File: src/rtl/bram_stream_reader_pkg.sv
// Shared definitions for the BRAM stream reader: FSM states and default sizing.
package bram_stream_reader_pkg;

  localparam int unsigned DefAddrWidth = 12;
  localparam int unsigned DefFifoDepth = 4;

  typedef enum logic [1:0] {
    StIdle  = 2'd0,
    StRun   = 2'd1,
    StDrain = 2'd2
  } state_e;

endpackage

File: src/rtl/stream_fifo.sv
// Synchronous FIFO with flush. Push and pop may happen together at any occupancy,
// including full. rdata reads as zero whenever the FIFO is empty.
module stream_fifo
  import bram_stream_reader_pkg::*;
#(
  parameter int unsigned DEPTH = DefFifoDepth,
  parameter int unsigned WIDTH = 32
) (
  input  logic                   clk,
  input  logic                   rst_n,
  input  logic                   flush,
  input  logic                   push,
  input  logic [WIDTH-1:0]       wdata,
  input  logic                   pop,
  output logic [WIDTH-1:0]       rdata,
  output logic                   full,
  output logic                   empty,
  output logic [$clog2(DEPTH):0] count
);

  localparam int unsigned PtrW = $clog2(DEPTH);
  localparam int unsigned CntW = PtrW + 1;

  logic [WIDTH-1:0] mem_q [DEPTH];
  logic [PtrW-1:0]  wptr_q, rptr_q;
  logic [CntW-1:0]  cnt_q;
  logic             do_push, do_pop;

  assign empty   = (cnt_q == '0);
  assign full    = (cnt_q == CntW'(DEPTH));
  assign count   = cnt_q;
  assign rdata   = empty ? '0 : mem_q[rptr_q];
  assign do_pop  = pop && !empty;
  // A push into a full FIFO is fine when the head leaves in the same cycle.
  assign do_push = push && (!full || do_pop);

  // Storage, pointers and occupancy; flush empties the FIFO in one cycle.
  always_ff @(posedge clk or negedge rst_n) begin
    if (!rst_n) begin
      for (int i = 0; i < int'(DEPTH); i++) mem_q[i] <= '0;
      wptr_q <= '0;
      rptr_q <= '0;
      cnt_q  <= '0;
    end else if (flush) begin
      wptr_q <= '0;
      rptr_q <= '0;
      cnt_q  <= '0;
    end else begin
      if (do_push) begin
        mem_q[wptr_q] <= wdata;
        wptr_q        <= wptr_q + PtrW'(1);
      end
      if (do_pop) rptr_q <= rptr_q + PtrW'(1);
      case ({do_push, do_pop})
        2'b10:   cnt_q <= cnt_q + CntW'(1);
        2'b01:   cnt_q <= cnt_q - CntW'(1);
        default: cnt_q <= cnt_q;
      endcase
    end
  end

endmodule

File: src/rtl/bram_stream_reader.sv
// Reads a burst of 32-bit words from a BRAM port and streams them out through a
// small FIFO with valid/ready handshaking.
// Optional feature macro: BRAM_STREAM_STALL_CNT_EN enables the back-pressure
// cycle counter on stall_cnt; without it stall_cnt is tied to zero.
module bram_stream_reader
  import bram_stream_reader_pkg::*;
#(
  parameter int unsigned ADDR_WIDTH = DefAddrWidth,
  parameter int unsigned FIFO_DEPTH = DefFifoDepth
) (
  input  logic                  clk,
  input  logic                  rst_n,
  input  logic                  start,
  input  logic [ADDR_WIDTH-1:0] base_addr,
  input  logic [ADDR_WIDTH:0]   length,
  input  logic                  abort,
  output logic                  busy,
  output logic                  done,
  output logic                  bram_clken,
  output logic [ADDR_WIDTH-1:0] bram_addr,
  output logic [3:0]            bram_we,
  input  logic [31:0]           bram_data_out,
  output logic [31:0]           out_data,
  output logic                  out_valid,
  input  logic                  out_ready,
  output logic [15:0]           stall_cnt
);

  localparam int unsigned CntW = $clog2(FIFO_DEPTH) + 1;

  state_e                state_q, state_d;
  logic [ADDR_WIDTH-1:0] addr_q, addr_d;
  logic [ADDR_WIDTH:0]   remain_q, remain_d;
  logic                  inflight_q, inflight_d;
  logic                  done_q, done_d;

  logic                  issue, push, pop, flush, room;
  logic                  fifo_full, fifo_empty;
  logic [CntW-1:0]       fifo_count, occupancy;

  assign busy      = (state_q != StIdle);
  assign done      = done_q;
  assign bram_clken = issue;
  assign bram_we   = 4'b0000;
  assign out_valid = !fifo_empty;
  assign pop       = out_valid && out_ready;
  // Abort throws away both the buffered words and the word returning this cycle.
  assign flush     = abort && busy;
  assign push      = inflight_q && !flush;
  // Slots already committed: buffered words plus the read whose data lands next edge.
  assign occupancy = fifo_count + CntW'(inflight_q);
  assign room      = !fifo_full && (occupancy < CntW'(FIFO_DEPTH));

  // Next-state, read issue and address sequencing. The first read goes out in the
  // start cycle itself so the first word is visible two cycles after start.
  always_comb begin
    state_d    = state_q;
    addr_d     = addr_q;
    remain_d   = remain_q;
    done_d     = 1'b0;
    issue      = 1'b0;
    bram_addr  = addr_q;
    unique case (state_q)
      StIdle: begin
        if (start) begin
          if (abort || (length == '0)) begin
            done_d = 1'b1;
          end else begin
            issue     = 1'b1;
            bram_addr = base_addr;
            addr_d    = base_addr + ADDR_WIDTH'(1);
            remain_d  = length - (ADDR_WIDTH + 1)'(1);
            state_d   = StRun;
          end
        end
      end
      StRun: begin
        if (abort) begin
          state_d = StIdle;
          done_d  = 1'b1;
        end else if (remain_q == '0) begin
          state_d = StDrain;
        end else if (room) begin
          issue    = 1'b1;
          addr_d   = addr_q + ADDR_WIDTH'(1);
          remain_d = remain_q - (ADDR_WIDTH + 1)'(1);
          if (remain_q == (ADDR_WIDTH + 1)'(1)) state_d = StDrain;
        end
      end
      StDrain: begin
        if (abort) begin
          state_d = StIdle;
          done_d  = 1'b1;
        end else if (!inflight_q &&
                     (fifo_empty || ((fifo_count == CntW'(1)) && pop))) begin
          // Leave as the last word is taken so done lines up with the final accept.
          state_d = StIdle;
          done_d  = 1'b1;
        end
      end
      default: state_d = StIdle;
    endcase
    inflight_d = issue;
  end

  // Control state registers.
  always_ff @(posedge clk or negedge rst_n) begin
    if (!rst_n) begin
      state_q    <= StIdle;
      addr_q     <= '0;
      remain_q   <= '0;
      inflight_q <= 1'b0;
      done_q     <= 1'b0;
    end else begin
      state_q    <= state_d;
      addr_q     <= addr_d;
      remain_q   <= remain_d;
      inflight_q <= inflight_d;
      done_q     <= done_d;
    end
  end

  stream_fifo #(
    .DEPTH (FIFO_DEPTH),
    .WIDTH (32)
  ) u_fifo (
    .clk   (clk),
    .rst_n (rst_n),
    .flush (flush),
    .push  (push),
    .wdata (bram_data_out),
    .pop   (pop),
    .rdata (out_data),
    .full  (fifo_full),
    .empty (fifo_empty),
    .count (fifo_count)
  );

`ifdef BRAM_STREAM_STALL_CNT_EN
  logic [15:0] stall_q, stall_d;

  // Count cycles where a word waits on the consumer; saturates, cleared per burst.
  always_comb begin
    stall_d = stall_q;
    if ((state_q == StIdle) && start) begin
      stall_d = '0;
    end else if (out_valid && !out_ready && (stall_q != 16'hFFFF)) begin
      stall_d = stall_q + 16'd1;
    end
  end

  // Stall counter register.
  always_ff @(posedge clk or negedge rst_n) begin
    if (!rst_n) stall_q <= '0;
    else        stall_q <= stall_d;
  end

  assign stall_cnt = stall_q;
`else
  assign stall_cnt = 16'h0000;
`endif

endmodule

File: config.mk
export PLATFORM = sky130hd
export DESIGN_NAME = bram_stream_reader
export DESIGN_NICKNAME = d
export VERILOG_FILES = /design/src/rtl/bram_stream_reader_pkg.sv /design/src/rtl/stream_fifo.sv /design/src/rtl/bram_stream_reader.sv
export SDC_FILE = /design/constraint.sdc
export NUM_CORES = 1
export LEC_CHECK = 0
export ABC_AREA = 0
export CAP_MARGIN = 15
export CELL_PAD_IN_SITES_DETAIL_PLACEMENT = 0
export CELL_PAD_IN_SITES_GLOBAL_PLACEMENT = 2
export CORE_MARGIN = 10
export CORE_UTILIZATION = 45
export DETAILED_ROUTE_END_ITERATION = 6
export DONT_BUFFER_PORTS = 1
export GPL_TIMING_DRIVEN = 0
export MAX_ROUTING_LAYER = met4
export PLACE_DENSITY = 0.9
export RECOVER_POWER = 50
export SYNTH_ARGS = -nofsm -noshare
export SYNTH_HDL_FRONTEND = slang
export SYNTH_SLANG_ARGS = --single-unit
File: constraint.sdc
create_clock -name clk -period 6.9 [get_ports clk]
set_input_delay 1.035 -clock clk [delete_from_list [all_inputs] [get_ports clk]]
set_output_delay 1.035 -clock clk [all_outputs]
set_load 0.05 [all_outputs]
==> impl_metrics.ini, run 1 <==
[routing]
vias_per_cell = 5.569
dr.first_iter.drc_count = 366
num_vias = 5825
drt-total-wl_um = 21010
wl_per_cell_um = 20.09
dr.pass1.iters = 5
ant_nets = 0
drc = 0

[cts]
cts_inserted_buffers = 17
clock_sinks = 164
cts_repair_resize_count = 0
clock_latency_ns = 0.43
clockRootBuffer = clkbuf_16
cts_buffer_depth = 2
cts_tree = yes
cts_setup_buffers = 0
cts_max_level = 4
path_clk_slew_ns = 0.07
hold_buffers = 0

[synth]
ys_warn_count = 0
syn_area_um2 = 8770
seq_area_frac_synth_pct = 46.80
synth_edf_count = 0
synthTopCellsByArea = dfrtp_1, mux2_2, mux4_2, and2_1, nand2_1
async_flop_share_pct = 100.0
syn_inst = 731
ys_ff_latch = 164
netlist-cell-type-count = 56
synthFlopType = dfrtp_1
netlist.area_leader.share_pct = 46.80
syn_avg_cell_area_um2 = 12.00
synth_top_area_cell = dfrtp_1

[grt]
first_global_vias = 6245
overflow = 0
grt_max_degree = 165
grt_usage_pct = 16.97
grt_pass1_wl_um = 33530
antenna_found_initial = 0

[final_layout]
synthToLayoutAreaGrowth_pct = 10.34
fillCellCount = 1715
finalNetCount = 845
final_cell_mix = dfrtp_1, mux2_2, nand2_1, and2_1, mux4_2
final_area_um2 = 9677
final_common_cell = dfrtp_1
diodes = 0
drive_above_1_share_pct = 31.75
final_util_pct = 50.05

[critical_path]
critPathLaunchType = input pin
r2r_setup_slack_ns = 3.06
crit_type = in2out
cp-end-kind = primary output
r2r-start = state_q[0]
crit_end = bram_clken
startpoint = length[5]
reg2reg_to = addr_q[10]
crit_arrival_ns = 4.27
path_max_fanout = 11
r2r_cells = 11
critPathRequiredTime_ns = 5.86

[placed_design]
hpwl_um = 15100
portBuffers = 0
place_ws_ns = 2.461
place_area_um2 = 9173
gp_congestion = 0.9015

[die]
start_util_pct = 45.36
core-area_um2 = 19330
io_pins = 130
dieArea_um2 = 25470
die_y_um = 159.6
fp-row-count = 51
dieWidth_um = 159.6

[timing]
fin_skew_ns = 0.009072
rsz0062_at_grt = no
min_period_over_period_pct = 76.90
maxSlewViolCount = 0
hold_violations = 0
setup_viol = 0
worst_pin_slew_ns = 1.288
layout_min_cycle_time_ns = 5.306
relSlewSlack_pct = 14.11
timing.final.ws_setup_ns = 1.594
fmax_mhz = 188.5
timing.setup.tns_ns = 0

[run]
drv_cap = 0

[hold_path]
hold_path.class = in2async

[power_and_ir_drop]
power.density_nw_per_um2 = 513.5
p_leak_uw = 0.004175
total_power_uw = 4969
peakVddDrop_v = 0.0001770

[run_status]
outcome = finished, final reports clean
[through the flow]
stage / cells / hold WS (ns)
2_1_floorplan: 750 / 0.4738
3_3_place_gp: 1015 / 0.4805
3_5_place_dp: 1015 / 0.4883
4_1_cts: 1046 / 0.2842
5_1_grt: 1046 / 0.2772
6_report: 1046 / 0.2988
[routing by layer]
layer / part of all wire (%) / track usage [%] / wire length, um / up-vias
li1: - / - / - / 2670
met1: 41 / 19.69 / 8695 / 2956
met2: 49 / 27.18 / 10390 / 170
met3: 7.1 / 5.145 / 1499 / 29
met4: 2.0 / 6.529 / 430 / 0
met5: 0 / - / 0 / -
[final cells by class]
class,instances,area (um2),share of cell area (%)
multi-input cells,504,4285,44.28
clock inverters,12,96.34,0.9956
inverters,21,80.08,0.8275
well taps,265,331.6,3.426
flip-flops and latches,164,4104,42.41
clock buffers,19,442.9,4.577
plain buffers,61,336.6,3.478
[synthesized netlist by cell type, types with 3 or more instances]
master     instances
a22o_1             3
o21ai_0           28
a211oi_1           3
xnor2_1           11
a31oi_1            3
inv_1             20
mux2_2           143
nand2_1           55
and2_1            35
buf_2             14
buf_6              4
nand3_1           13
xor2_1             6
and3_1             5
o22ai_1            3
dfrtp_1          164
a22oi_1            3
mux4_2            32
buf_4             21
o32ai_1            4
nor2_1            31
nor3_1             7
ha_1              14
o31ai_1            3
o2111ai_1          3
o21ai_1            4
a21oi_1           28
mux2i_1            6
clkbuf_1          21
nand2b_1           6
nor4_1             6
[sequential cells by signal, summed over array words and instances (netlist names)]
signal / count
state_q: 2
u_fifo.wptr_q: 2
addr_q: 12
u_fifo.count: 3
u_fifo.rptr_q: 2
u_fifo.mem_q: 128
inflight_q: 1
done: 1
remain_q: 13
[critical path: stages]
cell,delay (ns)
or4_4,0.53
nor4_1,0.70
a2111oi_4,0.33
nor2b_2,0.17
clkbuf_1,0.35
clkinvlp_2,0.49
clkbuf_1,0.65
[worst min-delay path by stage]
stage,slack [ns],startpoint,end,cells past startpoint
after floorplan,0.47,u_fifo.mem_q[32],u_fifo.mem_q[32],1
after global placement,0.48,u_fifo.mem_q[44],u_fifo.mem_q[44],1
after detailed placement,0.49,u_fifo.mem_q[42],u_fifo.mem_q[42],1
after CTS,0.28,rst_n,u_fifo.mem_q[35],0
after global routing,0.28,rst_n,u_fifo.mem_q[99],0
final,0.30,rst_n,u_fifo.mem_q[35],0
[report_power, final]
part           switching, uW  internal, uW  total [uW]
Clock                    405           476         880
Combinational           1510           879        2390
Sequential               286          1410        1700
[cell families (layout without fill, tap and decap cells)]
| group | Yosys count | in the layout | synth area share (%) |
|---|---|---|---|
| mux | 181 | 181 | 27.26 |
| xor+xnor | 17 | 17 | 1.698 |
| buf+inv | 82 | 113 | 4.979 |
| other cells | 1 | 20 | 0.04276 |
| fa+ha+maj | 16 | 16 | 2.226 |
| flops | 164 | 164 | 46.80 |
| compound gates | 96 | 96 | 6.906 |
| simple gates | 174 | 174 | 10.09 |
No activity file was read; power rests on OpenSTA's default activity.
==> run 2: changes to the inputs <==
Settings changed: CORE_UTILIZATION 45 to 43, PLACE_DENSITY 0.9 to 0.87.
Clock period 6.9 ns to 5.1 ns, I/O delays scaled along.
==> run 2 against run 1 <==
Setup slack worse by 0.93 ns. Final cell count up 0.57%. Clock skew grew 0.00055 ns. Register-to-register slack got worse by 1.8 ns. Die area up 4.1%. Non-clock buffer count unchanged. First-iteration DRC count grew 9.3%. Combinational power rose by 35%. Sequential share of layout area decreased by 0.19 points. Count of clock-buffer cells in the layout unchanged. Clock power up 40%. Largest cell class unchanged. Highest routed layer unchanged.
==> impl_metrics.ini, run 2 (synthesis results as in run 1) <==
[die]
start_util_pct = 43.48
io_pins = 130
dieWidth_um = 162.8
dieArea_um2 = 26510
fp-row-count = 52
core-area_um2 = 20170
die_y_um = 162.8

[cts]
hold_buffers = 0
cts_tree = yes
clock_sinks = 164
cts_inserted_buffers = 17
clockRootBuffer = clkbuf_16
cts_setup_buffers = 0
clock_latency_ns = 0.42
cts_buffer_depth = 2
cts_max_level = 4
cts_repair_resize_count = 0
path_clk_slew_ns = 0.07

[critical_path]
critPathLaunchType = input pin
crit_type = in2out
critPathRequiredTime_ns = 4.34
cp_cell_sequence = or4_4, nor4_1, a2111oi_4, clkbuf_1, o21ai_1
critPathMaxStageDelay_ns = 0.84
cp-end-kind = primary output
cp_slowest_cell = o21ai_1
path_max_fanout = 10
crit_arrival_ns = 3.67

[power_and_ir_drop]
power.density_nw_per_um2 = 695.5
p_seq_share_pct = 33.9
power.share.switching_pct = 44.27
comb_power_share_pct = 47.8
p_leak_uw = 0.004206
peakVddDrop_v = 0.0002383
clkPwrFrac_pct = 18.3
p_switching_uw = 2992
power.internal_uw = 3767

[final_layout]
diodes = 0
largest_reg_flops = 128
top_register = u_fifo.mem_q
final_cells = 1052
final_common_cell = dfrtp_1
largestRegisters = u_fifo.mem_q (128), remain_q (13), addr_q (12)
synthToLayoutAreaGrowth_pct = 10.83
final_area_um2 = 9719
fillCellCount = 1841
drive_above_1_share_pct = 32.10
final_cell_mix = dfrtp_1, mux2_2, nand2_1, and2_1, mux4_2
finalNetCount = 845

[grt]
grt_pass1_wl_um = 34280
first_global_vias = 6205
antenna_found_initial = 0
overflow = 0
grt_max_degree = 165
grt_usage_pct = 16.69

[routing]
vias_per_cell = 5.569
drc = 0
num_vias = 5859
dr.pass1.iters = 5
met2WireLength_um = 10500
wl_per_cell_um = 20.10
ant_nets = 0
top_layer_used = met4
met1_length_um = 8819
dr.first_iter.drc_count = 400
wl_met3_um = 1527
drt-total-wl_um = 21140

[timing]
worst_pin_slew_ns = 1.276
relSlewSlack_pct = 14.91
fmax_mhz = 225.6
layout_min_cycle_time_ns = 4.432
hold_violations = 0
maxSlewViolCount = 0
fin_skew_ns = 0.009618
timing.setup.tns_ns = 0
rsz0062_at_grt = no
min_period_over_period_pct = 86.90
setup_viol = 0

[hold_path]
hold_path.class = in2async

[run]
drv_cap = 0

[placed_design]
hpwl_um = 15010
placedCellCount = 1020
gp_congestion = 0.8439
place_area_um2 = 9179
portBuffers = 0

[run_status]
outcome = finished, final reports clean
## run 2: worst paths after layout
path	endpoint	slack [ns]	cells past startpoint	start
worst max-delay path	bram_addr[11]	0.67	5	length[5]
worst min-delay path	u_fifo.mem_q[101]	0.03	0	rst_n
max in group asynchronous	u_fifo.mem_q[112]	4.82	0	rst_n
worst min register to register	u_fifo.mem_q[24]	0.50	1	u_fifo.mem_q[24]
min in group clk	u_fifo.mem_q[4]	0.49	1	bram_data_out[4]
worst max register to register	addr_q[10]	1.30	11	state_q[0]
## run 2: critical path, delay by kind of cell
family          cells  cell delay (ns)
compound gates      2             1.18
simple gates        2             1.35
buf+inv             1             0.37
## run 2: cell type report
class	count	area, um2	area share, %
clock buffers	19	452.9	4.660
clock inverters	13	113.9	1.171
flip-flops and latches	164	4104	42.22
well taps	270	337.8	3.476
plain buffers	61	344.1	3.540
multi-input cells	504	4285	44.09
inverters	21	81.33	0.8368
## run 2: power by group through the flow
stage	clock, uW	combinational [uW]	sequential (uW)
after floorplan	0	2840	2170
after global placement	0	3200	2240
after detailed placement	0	3280	2310
after CTS	1260	3280	2290
after global routing	1310	3470	2360
final	1230	3230	2290
## run 2: layer usage
| layer | vias up | track usage (%) |
|---|---|---|
| met5 | - | - |
| met3 | 18 | 4.853 |
| met1 | 3006 | 19.99 |
| met2 | 162 | 26.83 |
| met4 | 0 | 4.959 |
| li1 | 2673 | - |
## run 2: per-stage QoR
stage	hold slack [ns]	utilization, %	worst slack, ns	total power (uW)
after floorplan	0.4694	-	1.181	5012
after global placement	0.4762	45.51	0.8328	5438
after detailed placement	0.4752	45.51	1.184	5582
after CTS	0.01753	48.32	0.9896	6832
after global routing	0.007187	48.19	0.4641	7148
final	0.03283	48.19	0.6683	6760
